`config.mk`:
```
export PLATFORM = sky130hd
export DESIGN_NAME = breakout_ball_ctrl_flat
export DESIGN_NICKNAME = d
export VERILOG_FILES = /design/src/rtl/breakout_pkg.sv /design/src/rtl/breakout_ball_ctrl_if.sv /design/src/rtl/breakout_ball_axis.sv /design/src/rtl/breakout_ball_ctrl.sv /design/src/flat_wrapper.sv
export SDC_FILE = /design/constraint.sdc
export NUM_CORES = 1
export LEC_CHECK = 0
export BUFFER_PORTS_ARGS = -buffer_cell sky130_fd_sc_hd__buf_2
export CAP_MARGIN = 20
export CORE_MARGIN = 2
export CORE_UTILIZATION = 35
export CTS_BUF_LIST = sky130_fd_sc_hd__clkbuf_16
export DETAILED_ROUTE_END_ITERATION = 12
export MAX_ROUTING_LAYER = met4
export PLACE_DENSITY = 0.63
export SLEW_MARGIN = 5
export SYNTH_ARGS = -nofsm -noshare
export SYNTH_HDL_FRONTEND = slang
export SYNTH_SLANG_ARGS = --single-unit
export TNS_END_PERCENT = 100
```
`constraint.sdc`:
```
create_clock -name clk -period 4.1 [get_ports clk]
set_input_delay 0.82 -clock clk [delete_from_list [all_inputs] [get_ports clk]]
set_output_delay 0.82 -clock clk [all_outputs]
set_load 0.02 [all_outputs]
```
`src/rtl/breakout_pkg.sv`:
```
// Shared constants for the breakout ball engine: screen walls, paddle faces,
// serve point, ball geometry, state and direction encodings.
package breakout_pkg;

   localparam logic [10:0] BALL_SIZE = 11'd8;
   localparam logic [10:0] BALL_V    = 11'd2;
   localparam logic [10:0] WALL_T    = 11'd0;
   localparam logic [10:0] WALL_B    = 11'd599;
   localparam logic [10:0] WALL_L    = 11'd0;
   localparam logic [10:0] X_MAX     = 11'd2047;
   localparam logic [10:0] MISS_X    = 11'd799;
   localparam logic [10:0] PAD_X_L   = 11'd776;
   localparam logic [10:0] PAD_X_R   = 11'd783;
   localparam logic [10:0] SERVE_X   = 11'd760;
   localparam logic [10:0] SERVE_Y   = 11'd296;

   localparam logic [1:0] LIVES_INIT = 2'd3;

   localparam logic [1:0] SERVE = 2'd0;
   localparam logic [1:0] PLAY  = 2'd1;
   localparam logic [1:0] MISS  = 2'd2;
   localparam logic [1:0] OVER  = 2'd3;

   // negative = left / up, positive = right / down
   localparam logic DIR_NEG = 1'b0;
   localparam logic DIR_POS = 1'b1;

   function automatic logic [10:0] far_edge(input logic [10:0] near);
      return near + BALL_SIZE - 11'd1;
   endfunction

endpackage

```
`src/rtl/breakout_ball_ctrl_if.sv`:
```
// Column hit bus: ball edges out to every block column, ORed
// redirect pulses back to the ball controller.
interface breakout_ball_ctrl_if;

   logic        moveU;
   logic        moveD;
   logic        moveL;
   logic        moveR;
   logic [10:0] ball_x_l;
   logic [10:0] ball_x_r;
   logic [10:0] ball_y_t;
   logic [10:0] ball_y_b;

   modport master (
      output ball_x_l, ball_x_r, ball_y_t, ball_y_b,
      input  moveU, moveD, moveL, moveR
   );

   modport slave (
      input  ball_x_l, ball_x_r, ball_y_t, ball_y_b,
      output moveU, moveD, moveL, moveR
   );

endinterface

```
`src/rtl/breakout_ball_axis.sv`:
```
// One motion axis: direction register plus clamped position and far edge.
// Used once for x and once for y.
module breakout_ball_axis
   import breakout_pkg::*;
#(
   parameter logic [10:0] INIT = 11'd0
) (
   input  logic        clk,
   input  logic        reset,
   input  logic        load,
   input  logic        tick,
   input  logic        dir_set,
   input  logic        dir_clr,
   input  logic        dir_rev,
   input  logic [10:0] step,
   input  logic [10:0] lo,
   input  logic [10:0] hi,
   output logic [10:0] pos,
   output logic [10:0] pos_hi,
   output logic        dir
);

   logic        dir_n;
   logic [10:0] pos_n;

   always_comb begin
      dir_n = dir;
      if (dir_set)
         dir_n = DIR_POS;
      else if (dir_clr)
         dir_n = DIR_NEG;
      else if (dir_rev)
         dir_n = ~dir;

      // saturate at the limits instead of wrapping through 0 / 2047
      if (dir_n == DIR_NEG)
         pos_n = (pos < lo + step) ? lo : pos - step;
      else
         pos_n = (pos_hi > hi - step) ?
                 hi - (BALL_SIZE - 11'd1) : pos + step;
   end

   always_ff @(posedge clk) begin
      if (reset || load) begin
         pos    <= INIT;
         pos_hi <= far_edge(INIT);
         dir    <= DIR_NEG;
      end else if (tick) begin
         pos    <= pos_n;
         pos_hi <= far_edge(pos_n);
         dir    <= dir_n;
      end
   end

endmodule

```
`src/rtl/breakout_ball_ctrl.sv`:
```
// Ball motion, hit latching and serve/play/miss/over flow.
// Optional BALL_SPEEDUP_EN: step grows with the number of block hits.
module breakout_ball_ctrl
   import breakout_pkg::*;
(
   input  logic        clk,
   input  logic        reset,
   input  logic        refresh_tick,
   input  logic        launch,
   input  logic [10:0] pix_x,
   input  logic [10:0] pix_y,
   input  logic [10:0] paddle_y_t,
   input  logic [10:0] paddle_y_b,
   breakout_ball_ctrl_if.master bus,
   output logic        ball_ON,
   output logic [1:0]  lives,
   output logic        miss,
   output logic        game_over
);

   logic [1:0]  state, state_n;
   logic        hit_u, hit_d, hit_l, hit_r;
   logic        eff_u, eff_d, eff_l, eff_r;
   logic        serve_go, play_tick, miss_hit, pad_hit, move;
   logic        x_set, x_clr, x_rev, y_set, y_clr, y_rev;
   logic        dir_x, dir_y;
   logic [10:0] step;

   assign eff_u = hit_u | bus.moveU;
   assign eff_d = hit_d | bus.moveD;
   assign eff_l = hit_l | bus.moveL;
   assign eff_r = hit_r | bus.moveR;

   assign serve_go  = refresh_tick && state == SERVE && launch;
   assign play_tick = refresh_tick && state == PLAY;
   assign miss_hit  = bus.ball_x_r >= MISS_X;
   assign pad_hit   = bus.ball_x_r >= PAD_X_L &&
                      bus.ball_x_r <= PAD_X_R &&
                      bus.ball_y_b >= paddle_y_t &&
                      bus.ball_y_t <= paddle_y_b;
   assign move      = serve_go || (play_tick && !miss_hit);

   always_comb begin
      x_set = 1'b0;
      x_clr = 1'b0;
      x_rev = 1'b0;
      y_set = 1'b0;
      y_clr = 1'b0;
      y_rev = 1'b0;
      if (serve_go) begin
         x_clr = 1'b1;
         y_clr = 1'b1;
      end else if (play_tick) begin
         if (pad_hit)
            x_clr = 1'b1;
         else if (bus.ball_x_l <= WALL_L)
            x_set = 1'b1;
         else if (eff_l && eff_r)
            x_rev = 1'b1;
         else if (eff_r)
            x_set = dir_x == DIR_NEG;
         else if (eff_l)
            x_clr = dir_x == DIR_POS;

         if (bus.ball_y_t <= WALL_T)
            y_set = 1'b1;
         else if (bus.ball_y_b >= WALL_B)
            y_clr = 1'b1;
         else if (eff_u && eff_d)
            y_rev = 1'b1;
         else if (eff_u)
            y_clr = dir_y == DIR_POS;
         else if (eff_d)
            y_set = dir_y == DIR_NEG;
      end
   end

   always_comb begin
      state_n = state;
      unique case (state)
         SERVE: if (serve_go) state_n = PLAY;
         PLAY:  if (play_tick && miss_hit) state_n = MISS;
         MISS:  state_n = (lives == 2'd1) ? OVER : SERVE;
         OVER:  state_n = OVER;
         default: state_n = SERVE;
      endcase
   end

   always_ff @(posedge clk) begin
      if (reset) begin
         state <= SERVE;
         lives <= LIVES_INIT;
      end else begin
         state <= state_n;
         if (state == MISS)
            lives <= lives - 2'd1;
      end
   end

   // the tick cycle consumes the latches, including same-cycle pulses
   always_ff @(posedge clk) begin
      if (reset || state != PLAY || refresh_tick) begin
         hit_u <= 1'b0;
         hit_d <= 1'b0;
         hit_l <= 1'b0;
         hit_r <= 1'b0;
      end else begin
         hit_u <= eff_u;
         hit_d <= eff_d;
         hit_l <= eff_l;
         hit_r <= eff_r;
      end
   end

`ifdef BALL_SPEEDUP_EN
   logic [5:0] hit_cnt;
   logic       any_q, counted, rise;

   assign rise = (bus.moveU | bus.moveD | bus.moveL | bus.moveR) & ~any_q;

   always_ff @(posedge clk) begin
      if (reset || state == MISS) begin
         hit_cnt <= 6'd0;
         any_q   <= 1'b0;
         counted <= 1'b0;
      end else begin
         any_q   <= bus.moveU | bus.moveD | bus.moveL | bus.moveR;
         counted <= refresh_tick ? 1'b0 : (counted | rise);
         if (rise && !counted && hit_cnt != 6'd63)
            hit_cnt <= hit_cnt + 6'd1;
      end
   end

   always_comb begin
      step = BALL_V + 11'(hit_cnt[5:3]);
      if (hit_cnt[5:3] > 3'd3)
         step = BALL_V + 11'd3;
   end
`else
   assign step = BALL_V;
`endif

   breakout_ball_axis #(.INIT(SERVE_X)) u_x (
      .clk     (clk),
      .reset   (reset),
      .load    (state == MISS),
      .tick    (move),
      .dir_set (x_set),
      .dir_clr (x_clr),
      .dir_rev (x_rev),
      .step    (step),
      .lo      (WALL_L),
      .hi      (X_MAX),
      .pos     (bus.ball_x_l),
      .pos_hi  (bus.ball_x_r),
      .dir     (dir_x)
   );

   breakout_ball_axis #(.INIT(SERVE_Y)) u_y (
      .clk     (clk),
      .reset   (reset),
      .load    (state == MISS),
      .tick    (move),
      .dir_set (y_set),
      .dir_clr (y_clr),
      .dir_rev (y_rev),
      .step    (step),
      .lo      (WALL_T),
      .hi      (WALL_B),
      .pos     (bus.ball_y_t),
      .pos_hi  (bus.ball_y_b),
      .dir     (dir_y)
   );

   assign miss      = state == MISS;
   assign game_over = state == OVER;
   assign ball_ON   = pix_x >= bus.ball_x_l && pix_x <= bus.ball_x_r &&
                      pix_y >= bus.ball_y_t && pix_y <= bus.ball_y_b;

endmodule

```
`src/flat_wrapper.sv`:
```
// flat-port wrapper written by rule: the top's interface ports become plain ports
module breakout_ball_ctrl_flat import breakout_pkg::*;
  (clk, reset, refresh_tick, launch, pix_x, pix_y, paddle_y_t, paddle_y_b, ball_ON, lives, miss, game_over, bus_ball_x_l, bus_ball_x_r, bus_ball_y_t, bus_ball_y_b, bus_moveU, bus_moveD, bus_moveL, bus_moveR);
  breakout_ball_ctrl_if bus_i ();
  input  logic clk;
  input  logic reset;
  input  logic refresh_tick;
  input  logic launch;
  input  logic [10:0] pix_x;
  input  logic [10:0] pix_y;
  input  logic [10:0] paddle_y_t;
  input  logic [10:0] paddle_y_b;
  output logic ball_ON;
  output logic [1:0] lives;
  output logic miss;
  output logic game_over;
  output wire logic [$bits(bus_i.ball_x_l)-1:0] bus_ball_x_l;
  output wire logic [$bits(bus_i.ball_x_r)-1:0] bus_ball_x_r;
  output wire logic [$bits(bus_i.ball_y_t)-1:0] bus_ball_y_t;
  output wire logic [$bits(bus_i.ball_y_b)-1:0] bus_ball_y_b;
  input wire logic [$bits(bus_i.moveU)-1:0] bus_moveU;
  input wire logic [$bits(bus_i.moveD)-1:0] bus_moveD;
  input wire logic [$bits(bus_i.moveL)-1:0] bus_moveL;
  input wire logic [$bits(bus_i.moveR)-1:0] bus_moveR;
  assign bus_ball_x_l = bus_i.ball_x_l;
  assign bus_ball_x_r = bus_i.ball_x_r;
  assign bus_ball_y_t = bus_i.ball_y_t;
  assign bus_ball_y_b = bus_i.ball_y_b;
  assign bus_i.moveU = bus_moveU;
  assign bus_i.moveD = bus_moveD;
  assign bus_i.moveL = bus_moveL;
  assign bus_i.moveR = bus_moveR;
  breakout_ball_ctrl u_core (.clk(clk), .reset(reset), .refresh_tick(refresh_tick), .launch(launch), .pix_x(pix_x), .pix_y(pix_y), .paddle_y_t(paddle_y_t), .paddle_y_b(paddle_y_b), .bus(bus_i), .ball_ON(ball_ON), .lives(lives), .miss(miss), .game_over(game_over));
endmodule
```
==> results.md, run 1 <==
- Total clock sinks: 54
- CP Data Arrival Time: 3040 ps
- Total gr overflow: 0
- Worst-path maximum fanout: 2
- Number of CTS-inserted buffers: 5
- Die height: approximately 130 um
- Final slew viol count: 0
- Initial core utilization: 0.357
- Setup crit start: pix_y[1]
- Hold_sp: u_core.hit_l$_SDFF_PP0_
- Worst-case vdd ir drop: 0.000211 V
- P_leak: 2.89 nW
- CTS H-tree depth: 2
- DIE WIDTH: 125 um
- Asr flop ratio synth: 0
- Fin. Hold Viols: 0
- Hold WS: 468 ps
- Iter 0 DRT Violations: 433
- Root cell of the clock tree: clkbuf_16
- Clock Skews: 4.71 ps
- Maximum clock insertion buffer count: 2
- Vias in the first global route: ~5100
- Total Power: 1.76 mW
- Port-buffer cells: 100
- RSZ-0062 raised after global routing: no
- Register area share after synthesis: 0.210
- Remaining DRCs: 0
- Post-Route WL: around 16000 um
- Die Area: ~16000 um^2
- Min-Delay Path Class: flop to flop
- Final worst slack: approximately 240 ps
- Synthesis-to-finish area growth: 19.0%
- Clock-pin slew on the worst setup and hold paths: 70 ps
- Status: finished clean
- Global Route Usage Sum: 0.208
- Mapped Area: 5140 um^2
- Avg Inst Size Synth: a little under 8 um^2
- GP Congestion: 0.919
- Number of synthesized flops with an enable pin: 0
- IO Pins: just over 100
- Clk Latency, worst-skew pair: 300 ps
- Setup TNS: 0 ps
- Vias: 5275
- Synth Warn #: 0
- Slew @ Worst Pin: 576 ps
- Min Clock Period, post-route: 3860 ps
- CTS tree: yes
- Launch point of the worst reg-to-reg path: u_core.u_y.pos[8]$_SDFFE_PP1P_
- Drt wl/cell: between 15 and 20 um
- Dominant synthesized flop cell: dfxtp_1
- Mapped Nets: 794
- Post-DRT Antenna Nets: 0
- Distinct cell type count after synthesis: 84
- Final Setup Violations: 0
- Routed vias/inst: 5.46
- Startpoint types: primary input
- Commonest non-fill, non-tap cell in the layout: buf_2
- Slew margin rel.: 0.612
- Worst endpoint required time: 3280 ps
- Gate Count Post-Synth: 669
- Cts hold-fix bufs: 0
- Dpl hpwl: 12600 um
- Most frequent cells in the layout: 100 x buf_2, 73 x ha_1, 67 x inv_1
- Core area: 14400 um^2
- Pre-CTS WS: 24.4 ps
- Share of cells above drive strength 1: 0.207
- CP Class: primary input to output port
- Antenna diodes: 0
- CP endpoint kind: output port
- Pre-Repair DR Iteration Count: 5
- Layout Nets: 907
- First-pass GRT wire length: 26200 um
- Setup Fix Bufs, Post-CTS: 0
- FF+latch count, synth: 54
- Pwr Density: between 200 and 300 nW/um^2
- Initial antenna violation count: 0
- Post_cts resized: 0
- Final Util: 0.425
- Max-cap viol count: 0
- Fmax: 259 MHz
- Largest net degree at the start of global routing: 42
- Number of cell rows: 44
- Period utilisation layout: 0.943
[area by class of cell]
cell class	instances	area [um^2]
Fill cell	1534	8300
Multi-Input combinational cell	527	3710
Sequential cell	54	1080
Timing Repair Buffer	126	696
Inverter	68	255
Tap cell	184	230
Clock buffer	5	125
Clock inverter	3	28.8
[worst paths after layout]
check	endpoint	slack (ps)	cells after the start
worst max-delay path	ball_ON	240	14
worst min-delay path	u_core.hit_l$_SDFF_PP0_	470	2
worst max register to register	u_core.u_x.pos_hi[8]$_SDFFE_PP0P_	400	13
worst min register to register	u_core.hit_l$_SDFF_PP0_	470	2
[critical path: stages]
cell      delay, ps
buf_2           110
ha_1            290
nor2b_1         140
o21a_1          160
o21a_1          160
o21ai_0         150
nand2b_1         80
a21oi_1         140
nor2b_1          60
o211ai_1        180
a31oi_1         130
nor3_1          340
nor4b_1         100
buf_2           180
[metrics by stage]
step           cell area (um^2)  instances
2_1_floorplan              5140        669
3_3_place_gp               5970        959
3_5_place_dp               5970        959
4_1_cts                    6120        967
5_1_grt                    6120        967
6_report                   6120        967
[cell families after synthesis]
kind of cell | count (synthesis) | synth area share
adders and majority gates | 73 | 0.178
AOI/OAI and AO/OA | 179 | 0.236
xor gates and xnor gates | 21 | 0.0357
DFF | 54 | 0.210
buffers and inverters | 88 | 0.0698
and+or+nand+nor | 244 | 0.251
muxes | 10 | 0.0199
[synth_stat cells (2+ instances only)]
cell      count  area [um^2]
a21oi_1      41          205
or3_1         6         37.5
nor2_1       67          251
a221oi_1      4         35.0
dfxtp_1      54         1080
a221oi_2      2         30.0
inv_1        67          251
a32o_1        2         20.0
o21a_1       11         82.6
a211o_1       2         17.5
xor2_1       10         87.6
o211a_1       2         20.0
and3_1       10         62.6
nor3_1       25          125
a21o_1        4         30.0
nor4_1        3         18.8
o21bai_1      3         22.5
nand2_1      41          154
mux2i_1       8         80.1
nand4_1      15         93.8
o22ai_1       6         37.5
a31oi_1       6         37.5
or2_0         2         12.5
nand2b_1      9         56.3
o211ai_1     12         90.1
o221ai_1      2         17.5
nand3_1      22          110
buf_6         3         33.8
xnor2_1      11         96.3
and3b_1       2         17.5
a211oi_1     12         90.1
buf_2         2         10.0
o21ai_0      40          200
clkbuf_1     14         52.6
nand3b_1      3         22.5
a22oi_1       2         15.0
and2_1        9         56.3
o31ai_1       4         30.0
nor2b_1       9         56.3
o21ai_1       4         20.0
mux2_2        2         22.5
ha_1         73          913
a221o_1       2         20.0
[per-layer routing]
| metal | vias up | global-route usage | share of wire |
|---|---|---|---|
| met5 | - | - | 0 |
| met4 | 0 | 0.0882 | 0.037 |
| met3 | 37 | 0.0223 | 0.054 |
| met2 | 184 | 0.329 | 0.46 |
| met1 | 2394 | 0.272 | 0.45 |
| li1 | 2660 | - | - |
[flip-flops by register name (all words and copies together), names as in the netlist]
name,flops
u_core.u_y.pos,11
u_core.hit_u,1
u_core.u_x.pos,11
u_core.hit_d,1
u_core.hit_r,1
u_core.u_x.dir,1
u_core.u_x.pos_hi,11
u_core.u_y.pos_hi,11
u_core.lives,2
u_core.state,2
u_core.u_y.dir,1
u_core.hit_l,1
[where the power goes]
part | total, mW | internal, mW | switching (mW)
Sequential | 0.635 | 0.563 | 0.0718
Combinational | 0.666 | 0.277 | 0.390
Clock | 0.455 | 0.235 | 0.221
Total | 1.76 | 1.07 | 0.682
No activity file was read; power rests on OpenSTA's default activity.
==> run 2, diff against run 1 <==
- CORE_UTILIZATION: 35 -> 57
- PLACE_DENSITY: 0.63 -> 0.88
- clock period: 4.1 -> 3.7 ns (I/O delays scaled with it)
==> results.md, run 2 (synthesized netlist as in run 1, its figures left out) <==
- Post-Route WL: 16500 um
- Core area: 8720 um^2
- Worst endpoint required time: 3870 ps
- Total Power: 1.94 mW
- P_leak: 3.03 nW
- CTS H-tree depth: 2
- Largest net degree at the start of global routing: 39
- Initial core utilization: 0.590
- Antenna diodes: 0
- Layout Nets: 926
- Combinational power share: 0.409
- Sw Ratio: 0.383
- Placed insts: roughly 900
- Clock-pin slew on the worst setup and hold paths: 60 ps
- Setup TNS: 0 ps
- Maximum clock insertion buffer count: 2
- Reg power frac: 0.361
- Total gr overflow: 0
- Post-DRT Antenna Nets: 0
- Initial antenna violation count: 0
- Commonest non-fill, non-tap cell in the layout: buf_2
- Die Area: a little under 10000 um^2
- Share of cells above drive strength 1: 0.240
- Number of CTS-inserted buffers: 5
- Number of cell rows: 34
- Startpoint types: primary input
- Vias: 5634
- CP Class: primary input to flop
- Fmax: 283 MHz
- Period utilisation layout: 0.957
- Clk Latency, worst-skew pair: 290 ps
- Total clock sinks: 54
- Min-Delay Endpoint: u_core.hit_r$_SDFF_PP0_
- Root cell of the clock tree: clkbuf_16
- Worst-path maximum fanout: 9
- IO Pins: roughly 100
- Synthesis-to-finish area growth: 21.3%
- CP cell instances: buf_2 > inv_1 > ha_1 > a211oi_1 > o21ai_0 > a221o_1 > a221oi_4 > nor2_4 > buf_4 > a21bo_2 > mux2i_1 > o211a_1 > nand3_1 > and3b_1 > a311o_1
- Slew @ Worst Pin: 673 ps
- Max-cap viol count: 0
- Dpl hpwl: 13200 um
- Hold_sp: u_core.hit_r$_SDFF_PP0_
- Sw Pwr: around 740 uW
- CP Data Arrival Time: between 3000 and 4000 ps
- Drt wl/cell: 18.2 um
- Iter 0 DRT Violations: 287
- Min-Delay Path Class: flop to flop
- Pre-Repair DR Iteration Count: 5
- Final Setup Violations: 0
- Final slew viol count: 0
- Min Clock Period, post-route: 3540 ps
- Fin. Hold Viols: 0
- Port-buffer cells: 100
- Final Util: 0.715
- Routed vias/inst: 6.20
- Internal power: 1.20 mW
- First-pass GRT wire length: around 27000 um
- Fin cells: about 910
- Global Route Usage Sum: 0.344
- Cts hold-fix bufs: 0
- R2r worst-path depth: 11
- Slew margin rel.: 0.547
- Most frequent cells in the layout: 99 x buf_2, 71 x ha_1, 69 x inv_1
- Worst-case vdd ir drop: 0.000212 V
- Critical path's largest stage delay: 390 ps
- Remaining DRCs: 0
- R2r setup slk: 190 ps
- CP endpoint kind: flop
- Clock Skews: between 7 and 8 ps
- WHS Path Cells: 2
- Setup Fix Bufs, Post-CTS: 0
- Launch point of the worst reg-to-reg path: u_core.u_y.pos[3]$_SDFFE_PP1P_
- Die height: 99.0 um
- CTS tree: yes
- Status: finished clean
- GP Congestion: 1.05
- Fill count: between 700 and 800
- Pwr Density: 311 nW/um^2
- Crit path max-delay cell type: a221o_1
- Clock share of power: 0.231
- R2r endpoint: u_core.u_y.pos_hi[10]$_SDFFE_PP0P_
- Vias in the first global route: about 5500
- DIE WIDTH: a little under 100 um
-- run 2: repair_timing --
action                                 CTS  global route
setup endpoints to repair                1             7
pin swaps                                0             8
gates resized for setup                  1            19
endpoints found under the hold margin    0             0
-- run 2: stage by stage --
stage | instance area, um^2 | hold WS [ps] | setup WS (ps)
after floorplan | 5150 | 437 | 1.19
after global placement | 6020 | 446 | -105
after detailed placement | 6020 | 471 | -165
after CTS | 6160 | 481 | 81.6
final | 6240 | 482 | 161
after global routing | 6240 | 523 | -13.1
-- run 2: worst max path at each step --
stage	slack, ps	start	cells past startpoint	end
after floorplan	1	paddle_y_t[8]	16	u_core.u_x.pos_hi[8]$_SDFFE_PP0P_
after global placement	-110	paddle_y_b[6]	15	u_core.u_x.pos_hi[8]$_SDFFE_PP0P_
after detailed placement	-160	paddle_y_b[6]	15	u_core.u_x.pos_hi[8]$_SDFFE_PP0P_
after CTS	80	u_core.u_y.pos[1]$_SDFFE_PP0P_	14	ball_ON
after global routing	-10	pix_x[1]	14	ball_ON
final	160	paddle_y_b[6]	15	u_core.u_x.pos_hi[8]$_SDFFE_PP0P_
-- run 2: routing by layer --
metal / track usage / part of all wire / vias up
met5: - / 0 / -
met4: 0.145 / 0.045 / 0
met3: 0.0525 / 0.075 / 63
met2: 0.589 / 0.49 / 266
met1: 0.399 / 0.39 / 2610
li1: - / - / 2695
-- run 2: cell type report --
type                       instances  area (um^2)  area share
clock buffer                       5          125      0.0201
clock inverter                     2         7.51     0.00120
inverter                          68          255      0.0409
multi-input combinational        527         3790       0.607
sequential                        54         1090       0.174
tap                              108          135      0.0217
timing repair buffer             145          841       0.135
-- run 2: worst max-delay path: cells and delay by family --
| kind | cells | cell delay (ps) |
|---|---|---|
| AND/OR/NAND/NOR | 3 | 380 |
| buffers and inverters | 3 | 300 |
| multiplexers | 1 | 230 |
| AO/OA/AOI/OAI | 7 | 1770 |
| adder cells (fa/ha/maj) | 1 | 280 |
-- run 2: power groups by stage --
stage	combinational [mW]	clock, mW	sequential, mW
after floorplan	0.454	0	0.739
after global placement	0.731	0	0.708
after detailed placement	0.759	0	0.711
after CTS	0.765	0.455	0.697
after global routing	0.877	0.478	0.706
final	0.793	0.447	0.700
==> run 3, diff against run 2 <==
==> constraint.sdc (replaced) <==
create_clock -name clk -period 3.7 [get_ports clk]
set_input_delay 0.74 -clock clk [delete_from_list [all_inputs] [get_ports clk]]
set_output_delay 0.74 -clock clk [all_outputs]
set_load 0.05 [all_outputs]
==> results.md, run 3 (synthesized netlist as in run 1, its figures left out) <==
- Routed vias/inst: 6.21
- Final slew viol count: 0
- RSZ-0062 raised after global routing: no
- Slew margin rel.: 0.543
- Worst endpoint required time: between 2000 and 3000 ps
- CTS tree: yes
- Maximum clock insertion buffer count: 2
- Post-Route WL: 16800 um
- Port-buffer cells: 100
- Worst-case vdd ir drop: 0.000224 V
- CTS H-tree depth: 2
- Remaining DRCs: 0
- Number of CTS-inserted buffers: 5
- CP Data Arrival Time: 2810 ps
- R2r endpoint: u_core.u_y.pos_hi[10]$_SDFFE_PP0P_
- Total gr overflow: 0
- First-pass GRT wire length: around 27000 um
- Antenna diodes: 0
- DIE WIDTH: 99.0 um
- Final Util: 0.723
- Status: finished clean
- Setup crit start: pix_y[1]
- Dpl hpwl: 13300 um
- Number of cell rows: 34
- Max-cap viol count: 0
- Hold WS: 481 ps
- Initial core utilization: 0.590
- Commonest non-fill, non-tap cell in the layout: buf_2
- Total Power: 2.07 mW
- Root cell of the clock tree: clkbuf_16
- Clk Latency, worst-skew pair: roughly 300 ps
- Vias: 5676
- R2r setup slk: 180 ps
- CP endpoint kind: output port
- CP most frequent cell: o21a_1
- CP Class: primary input to output port
- R2r worst-path depth: 11
- Worst setup path end: ball_ON
- Startpoint types: primary input
- Layout Nets: 930
- Synthesis-to-finish area growth: 22.5%
- Iter 0 DRT Violations: 325
- Worst-path maximum fanout: 2
- Min-Delay Path Class: flop to flop
- Crit path max-delay cell type: ha_4
- Pre-Repair DR Iteration Count: 5
- CP cell instances: buf_2 > ha_4 > nor2b_2 > o21a_1 > o21a_1 > o21ai_1 > nand2b_1 > a21oi_1 > nor2b_1 > o211ai_1 > a31oi_1 > nor3_1 > buf_4 > nor4b_4 > buf_6
- Most frequent cells in the layout: 99 x buf_2, 71 x ha_1, 67 x inv_1
- P_leak: 3.04 nW
- WHS Path Cells: 2
- Final Setup Violations: 0
- IO Pins: slightly above 100
- Global Route Usage Sum: 0.350
- Share of cells above drive strength 1: 0.247
- Drt wl/cell: about 18 um
- Die height: 99.0 um
- Critical path's largest stage delay: about 220 ps
- Clock-pin slew on the worst setup and hold paths: roughly 80 ps
- Core area: 8720 um^2
- Period utilisation layout: 0.958
- Launch point of the worst reg-to-reg path: u_core.u_y.pos[1]$_SDFFE_PP0P_
- Largest net degree at the start of global routing: 42
- Die Area: just under 10000 um^2
- Clock Skews: 6.59 ps
- FF/Latch Area: 1090 um^2
- Min Clock Period, post-route: about 3500 ps
- Multi-input gate area: 3800 um^2
- Fmax: ~280 MHz
- Fin. Hold Viols: 0
- Fill count: 718
- Placed insts: around 910
- Initial antenna violation count: 0
- Vias in the first global route: 5624
- Total clock sinks: 54
- GP Congestion: 1.04
- Setup Fix Bufs, Post-CTS: 0
- Post-DRT Antenna Nets: 0
- Fin cells: between 900 and 1000
- Slew @ Worst Pin: 684 ps
- Pwr Density: 328 nW/um^2
run 3: where the power goes:
part	internal [mW]	total, mW	switching (mW)
registers	0.624	0.699	0.0747
clock network	0.252	0.478	0.226
logic	0.331	0.889	0.558
run 3: per-stage QoR:
step | instance area (um^2) | setup TNS, ps | setup WS, ps
2_1_floorplan | 5170 | 0 | 17.9
3_3_place_gp | 6070 | -43.7 | -22.9
3_5_place_dp | 6070 | -323 | -115
4_1_cts | 6220 | 0 | 8.91
5_1_grt | 6300 | 0 | 13.8
6_report | 6300 | 0 | 154
run 3: routing by layer:
| layer | vias to the layer above | share of wire | GRT usage |
|---|---|---|---|
| li1 | 2695 | - | - |
| met1 | 2620 | 0.41 | 0.418 |
| met2 | 286 | 0.46 | 0.569 |
| met3 | 75 | 0.075 | 0.0546 |
| met4 | 0 | 0.051 | 0.181 |
| met5 | - | 0 | - |
run 3: worst min-delay path by stage:
stage | startpoint | to | slack [ps]
global route | u_core.hit_u$_SDFF_PP0_ | u_core.hit_u$_SDFF_PP0_ | 520
CTS | u_core.hit_l$_SDFF_PP0_ | u_core.hit_l$_SDFF_PP0_ | 480
finish | u_core.hit_l$_SDFF_PP0_ | u_core.hit_l$_SDFF_PP0_ | 480
detailed placement | u_core.hit_l$_SDFF_PP0_ | u_core.hit_l$_SDFF_PP0_ | 470
global placement | u_core.hit_l$_SDFF_PP0_ | u_core.hit_l$_SDFF_PP0_ | 450
floorplan | u_core.hit_l$_SDFF_PP0_ | u_core.hit_l$_SDFF_PP0_ | 440
run 3: final cells by class:
| class | count | area share |
|---|---|---|
| clock buffers | 5 | 0.0198 |
| repair buffers | 149 | 0.139 |
| flip-flops and latches | 54 | 0.173 |
| clock inverters | 3 | 0.00318 |
| well taps | 108 | 0.0214 |
| multi-input cells | 527 | 0.604 |
| inverters | 68 | 0.0405 |
run 3: worst max-delay path, delay by kind of cell:
family	cells	cell delay [ps]
AO/OA/AOI/OAI	6	840
adder cells (fa/ha/maj)	1	220
buffers and inverters	3	470
AND/OR/NAND/NOR	5	550
run 3: timing repair:
action | 4_1_cts | 5_1_grt
resized for setup | 2 | 20
pin swaps | 0 | 9
cloned | 0 | 0
hold buffers | 0 | 0
endpoints found under the setup margin | 1 | 6
endpoints found under the hold margin | 0 | 0
